$ cat config.mk
export PLATFORM = sky130hd
export DESIGN_NAME = deagg_src_arbiter
export DESIGN_NICKNAME = d
export VERILOG_FILES = /design/src/rtl/deagg_src_arbiter.sv
export SDC_FILE = /design/constraint.sdc
export NUM_CORES = 1
export LEC_CHECK = 0
export CORE_AREA = 2 2 132 134
export DETAILED_ROUTE_END_ITERATION = 10
export DIE_AREA = 0 0 134 136
export PLACE_DENSITY = 0.55
export SLEW_MARGIN = 20
export SYNTH_ARGS = -nofsm -noshare
export SYNTH_HDL_FRONTEND = slang
export SYNTH_SLANG_ARGS = --single-unit
$ cat constraint.sdc
create_clock -name clk -period 3.7 [get_ports clk]
set_input_delay 0.74 -clock clk [delete_from_list [all_inputs] [get_ports clk]]
set_output_delay 0.74 -clock clk [all_outputs]
set_load 0.01 [all_outputs]
$ cat src/rtl/deagg_src_arbiter.sv
// rtl/deagg_src_arbiter.sv - round-robin burst arbiter sharing one deaggregator among wide-word sources
//
// Purpose: grants one source FIFO at a time to the deaggregator sender port for a
// burst of up to burst_len wide words, then rotates priority past the last winner.
//
// Ports:
//   clk, rst_n      clock, asynchronous active-low reset
//   burst_len       wide words per grant, latched at grant time (0 behaves as 1)
//   src_data        packed source words, source s in slice s
//   src_empty_n     per-source "holds a word" flags
//   src_deq         per-source pop strobes (one-hot or zero)
//   dagg_data       granted source word to the deaggregator
//   dagg_empty_n    granted source non-empty flag to the deaggregator
//   dagg_deq        deaggregator pop request
//   grant_valid     a source is currently granted
//   grant_id        index of the granted source
module deagg_src_arbiter #(
  parameter int DATA_WIDTH  = 16,
  parameter int FETCH_WIDTH = 4,
  parameter int NUM_SENDERS = 4,
  parameter int SEL_WIDTH   = 2,
  parameter int BURST_WIDTH = 4
) (
  input  logic                                       clk,
  input  logic                                       rst_n,
  input  logic [BURST_WIDTH-1:0]                     burst_len,
  input  logic [NUM_SENDERS*FETCH_WIDTH*DATA_WIDTH-1:0] src_data,
  input  logic [NUM_SENDERS-1:0]                     src_empty_n,
  output logic [NUM_SENDERS-1:0]                     src_deq,
  output logic [FETCH_WIDTH*DATA_WIDTH-1:0]          dagg_data,
  output logic                                       dagg_empty_n,
  input  logic                                       dagg_deq,
  output logic                                       grant_valid,
  output logic [SEL_WIDTH-1:0]                       grant_id
);

  localparam int WW = FETCH_WIDTH * DATA_WIDTH;

  typedef enum logic {IDLE, GRANT} state_t;

  state_t               state;
  logic [SEL_WIDTH-1:0]   last_id;
  logic [BURST_WIDTH-1:0] beat_cnt;
  logic [BURST_WIDTH-1:0] blen;

  logic                 req_any;
  logic                 found;
  logic [SEL_WIDTH-1:0] winner;
  logic                 cur_empty_n;
  logic                 deq_fire;

  // Round-robin pick: first pass takes requesters above last_id, second pass
  // wraps around to requesters at or below it (last_id itself comes last).
  always_comb begin
    req_any = |src_empty_n;
    found   = 1'b0;
    winner  = '0;
    for (int s = 0; s < NUM_SENDERS; s++) begin
      if (!found && src_empty_n[s] && (SEL_WIDTH'(s) > last_id)) begin
        found  = 1'b1;
        winner = SEL_WIDTH'(s);
      end
    end
    for (int s = 0; s < NUM_SENDERS; s++) begin
      if (!found && src_empty_n[s] && (SEL_WIDTH'(s) <= last_id)) begin
        found  = 1'b1;
        winner = SEL_WIDTH'(s);
      end
    end
  end

  // Steer the granted source to the deaggregator; everything is zero outside GRANT
  // so a deq request with nothing granted can never reach a source.
  always_comb begin
    dagg_data   = '0;
    cur_empty_n = 1'b0;
    src_deq     = '0;
    if (state == GRANT) begin
      for (int s = 0; s < NUM_SENDERS; s++) begin
        if (grant_id == SEL_WIDTH'(s)) begin
          dagg_data   = src_data[s*WW +: WW];
          cur_empty_n = src_empty_n[s];
          src_deq[s]  = dagg_deq & src_empty_n[s];
        end
      end
    end
  end

  assign dagg_empty_n = cur_empty_n;
  assign deq_fire     = dagg_deq & cur_empty_n;

  always_ff @(posedge clk or negedge rst_n) begin
    if (!rst_n) begin
      state       <= IDLE;
      grant_valid <= 1'b0;
      grant_id    <= '0;
      last_id     <= SEL_WIDTH'(NUM_SENDERS - 1);
      beat_cnt    <= '0;
      blen        <= BURST_WIDTH'(1);
    end else begin
      case (state)
        IDLE: begin
          if (req_any) begin
            state       <= GRANT;
            grant_valid <= 1'b1;
            grant_id    <= winner;
            beat_cnt    <= '0;
            blen        <= (burst_len == '0) ? BURST_WIDTH'(1) : burst_len;
          end
        end
        GRANT: begin
          if (!cur_empty_n) begin
            // Granted source ran dry: give the slot up early.
            state       <= IDLE;
            grant_valid <= 1'b0;
            last_id     <= grant_id;
          end else if (deq_fire) begin
            if ((beat_cnt + BURST_WIDTH'(1)) == blen) begin
              state       <= IDLE;
              grant_valid <= 1'b0;
              last_id     <= grant_id;
            end else begin
              beat_cnt <= beat_cnt + BURST_WIDTH'(1);
            end
          end
        end
        default: begin
          state       <= IDLE;
          grant_valid <= 1'b0;
        end
      endcase
    end
  end

endmodule
Word level (Yosys, flattened, before mapping)
Cells that the tools add are included.
Widths: inputs -> output; s select.

word-level totals
  logic and storage cells = 110
  memories = 0
  latch bits = 0
  RAM bits = 0
  output and inout port bits = 72
  flip-flop bits (word level) = 14
  bits of input ports = 267
  bits in read-only memories = 0

cells by class
  multipliers = 0
  equality and inequality tests = 12
  div/mod/pow operators = 0
  shifts and indexed selects = 0
  add/subtract/negate cells = 1
  reduce and logical (&&, ||, !) cells = 29
  bitwise operators = 6
  multiplexer cells = 48
  order comparisons = 8

operators with widths
  kind                 count
  $mux 64              5
  $mux 1               25
  $mux 4               6
  $mux 2               9
  $logic_and 1x1->1    15
  $ne 2x1->1 const B   4
  $pmux 4 s2           1
  $logic_not 1->1      7
  $ne 3x2->1 const B   2
  $reduce_and 3->1     2
  $and 1x1->1          5
  $add 4x1->4 const B  1
  $eq 2x2->1 const B   2
  $eq 4x4->1           1
  $gt 1x2->1 const A   2
  $gt 2x2->1 const A   2
  $le 1x2->1 const A   2
  $le 2x2->1 const A   2
  $logic_not 4->1      1
  $ne 2x2->1 const B   2
  $pmux 1 s2           2
  $reduce_and 4->1     1
  $reduce_or 4->1      1
  $eq 2x1->1 const B   1
  3 further kinds      3

Longest topological paths before layout
Gate-level depths: netlist of run 1.

  depth after elaboration = 31
  mapped depth = 5
  mapped depth without buffers = 5

Worst setup path after synthesis of run 1
OpenSTA, ideal clock, no wires.

  path kind = register -> output
  from = register grant_id[0]
  to = output port dagg_data[10]
  setup slack = 1.136 ns
  required time = 2.960 ns
  data arrival time = 1.824 ns
  stages on the path, launching flop included = 6
  buffers on the path = 3
  cell sequence = dfrtp_1 > clkbuf_1 > buf_2 > buf_4 > mux4_2 > and2_1

on the way
  word-level cells in the longest chain between the ends = 6
  elaborated cells on any way between the ends = 9

RTL lines
  element                 line  RTL
  start, declared         34    output logic [SEL_WIDTH-1:0] grant_id
  start signal, assigned  106   grant_id <= winner;
  $logic_not 2->1         80    if (grant_id == SEL_WIDTH'(s)) begin
  $mux 64 (3 in series)   80
  $mux 64 (*)             80
  $mux 64 (*)             78    if (state == GRANT) begin
  end, declared           30    output logic [FETCH_WIDTH*DATA_WIDTH-1:0] dagg_data,

Every way passes the cells marked *; elsewhere a longest branch is shown, timed or not.

Final worst setup path of run 1
Ends and elaborated chain as after synthesis.

==> results of run 1 <==
[sequential cells by signal, summed over array words and instances, names as in the netlist]
name	count
beat_cnt	4
grant_valid	1
grant_id	2
state	1
last_id	2
blen	4
[per-stage QoR]
step | hold slack, ps | util, %
after global placement | 498 | 38.2
final | 506 | 38.8
after detailed placement | 497 | 38.2
after CTS | 515 | 38.8
after floorplan | 444 | -
after global routing | 537 | 38.8
[metal layers]
layer,up-vias,GRT usage [%]
met4,0,2.96
met1,1690,20.0
met5,-,0
met3,14,3.84
li1,1586,-
met2,178,27.4
[power groups by stage]
stage               combinational (uW)  clock, uW  sequential, uW
global placement                  3100          0             507
detailed placement                3100          0             514
finish                            3080        226             494
global route                      3290        239             533
CTS                               3120        229             512
floorplan                         1830          0             287
[final cells by class]
class                           instances  area, um^2  area share (%)
Sequential cell                        14         363            5.55
Clock buffer                            4        88.8            1.36
Inverter                                6        22.5           0.344
Tap cell                              225         282            4.30
Multi-Input combinational cell        191        2340            35.7
Timing Repair Buffer                  345        3450            52.7
[worst register-to-register path, stage by stage, from the launching register on]
cell and delay, ps:
dfrtp_2 620, buf_4 460, inv_1 220, a2111oi_0 470, a21oi_1 210, o221ai_1 220
[synth_stat cells, types with 2 or more instances]
| master | count |
|---|---|
| a221oi_1 | 2 |
| nor3_1 | 4 |
| nand2_1 | 4 |
| clkbuf_1 | 16 |
| mux4_2 | 65 |
| nand3_1 | 2 |
| xnor2_1 | 2 |
| inv_1 | 6 |
| and2_1 | 66 |
| dfstp_2 | 3 |
| a21oi_1 | 5 |
| nor2_1 | 9 |
| mux2_1 | 7 |
| xor2_1 | 3 |
| dfrtp_1 | 11 |
| buf_2 | 6 |
| o22ai_1 | 3 |
[kinds of logic (layout without fill, tap and decap cells)]
logic type / count (synthesis) / in the layout / synth area share [%]
buf+inv: 30 / 355 / 4.40
mux: 73 / 73 / 55.2
compound gates: 18 / 18 / 4.93
xor+xnor: 7 / 7 / 3.02
flops: 14 / 14 / 12.6
fa+ha+maj: 1 / 1 / 0.444
simple gates: 92 / 92 / 19.5
[final timing paths]
kind	startpoint	end
min	grant_valid	grant_valid
min reg2reg	grant_valid	grant_valid
max reg2reg	state	beat_cnt[2]
min in group asynchronous	rst_n	grant_valid
max in group asynchronous	rst_n	grant_id[0]
max	grant_id[0]	dagg_data[10]
==> impl_metrics.toml, run 1 <==
[status]
status = "completed"

[timing]
setup_ws_ps = 398
final-setup-viol-count = 0
skew_ps = 2.81
rsz0062_at_grt = "false"
finalHoldViolations = 0
setup-tns-final_ps = 0
worst_slew_pin_slew_ps = 663
maxSlewHeadroom_pct = 55.7
slew_viol_final = 0
fmax_mhz = 303
period_share_pct = 89.3
period_needed_ps = 3300

[clocking]
cts_tree = "done"
insertion_delay_ps = 240
clk_pin_slew_worst_paths_ps = 50
cts_made_buffers = 3
hold_buffers = 0
cts_resized = 0
cts-root-buf = "clkbuf_16"
cts_buffer_depth = 2
cts_max_level = 1
cts_setup_buffers = 0
cts.sinks = 14

[critical_path]
crit_arrival_ps = 2560
crit_family = "buffers and inverters"
cp_cell_sequence = "buf_4, mux4_2, and2_1, clkdlybuf4s50_1"
crit_path_max_fanout = 30
regToRegSetupSlack_ps = 1420
start_kind = "flip-flop"
critPathBufInv = 2
path_depth = 4
crit_required_ps = 2960
crit_slowest_cell = "dfrtp_4"
slowest_delay_ps = 760
path_class = "flip-flop to output port"
end_kind = "output port"
rr_worst_depth = 5

[synthesis]
synth_top_area_share_pct = 52.0
synth_cells = 235
ys_types = 38
syn_avg_cell_area_um2 = 12.0
synth.net_count = 503
ys_async_sr_fraction_pct = 100
synth_ff_type = "dfrtp_1"
yosysSeqAreaShare_pct = 12.6
syn_area_um2 = 2820
ys_ff_latch = 14
yosys.area.top_type = "mux4_2"
synth.area.top_cells = "mux4_2 (52%), and2_1 (15%), dfrtp_1 (9.8%)"
ys_warn_count = 0
synth_edf_count = 0

[routing]
met1_length_mm = 6.18
ant_nets = 0
dr.pass1.iters = 4
via_per_inst = 4.42
wl_mm = 15.1
wl_met2_mm = 7.45
drt_iter0_drc = 72
highest_layer = "met4"
drc = 0
wl_per_cell_um = 19.3
num_vias = 3468
wl_met3_mm = 1.26

[worst_hold_path]
hold_path.class = "flip-flop to flip-flop"
hold_depth = 2

[floorplanning]
die-area_um2 = 18200
ios = 339
num_rows = 48
die_w_um = 134
coreArea_um2 = 16900
die_y_um = 136
start_util_pct = 16.7

[power_and_ir_drop]
p_switching_uw = 1450
power.share.switching_pct = 38.1
total_power_uw = 3800
intPower_uw = 2350
seqPwrFrac_pct = 13.0
leakagePower_uw = 0.00233
vdd_ir_drop_max_v = 0.000461
p_clk_share_pct = 5.9
comb_power_share_pct = 81.1
p_per_area_nw_per_um2 = 581

[layout]
diodes = 0
mostFrequentLayoutCells = "clkdlybuf4s50_1 (338), and2_1 (66), mux4_2 (65)"
drive_gt1_share_pct = 15.5
syn2layout_area_growth_pct = 132
fin_area_um2 = 6540
layout_commonest_cell = "clkdlybuf4s50_1"
fill_cells = 1612
instances_no_fill = 785
final_nets = 829

[grt]
antenna_found_initial = 0
grt_start_max_net_pins = 44
track_usage_pct = 15.8
grt_pass1_vias = 3695
grt_pass1_wl_mm = 22.3
overflow = 0

[place]
io_buffers = 338
pre_cts_ws_ps = 421
place_congestion = 0.973
dp_hpwl_mm = 12.8
place_area_um2 = 6450
dp.cells = 781

[run]
maxCapViolCount = 0
(Power assumes the default switching activity.)
==> inputs of run 2 (changes only) <==
- CAP_MARGIN: not set -> 40
==> results of run 2 <==
No change in the layout: final DEF, timing and power equal those of run 1.
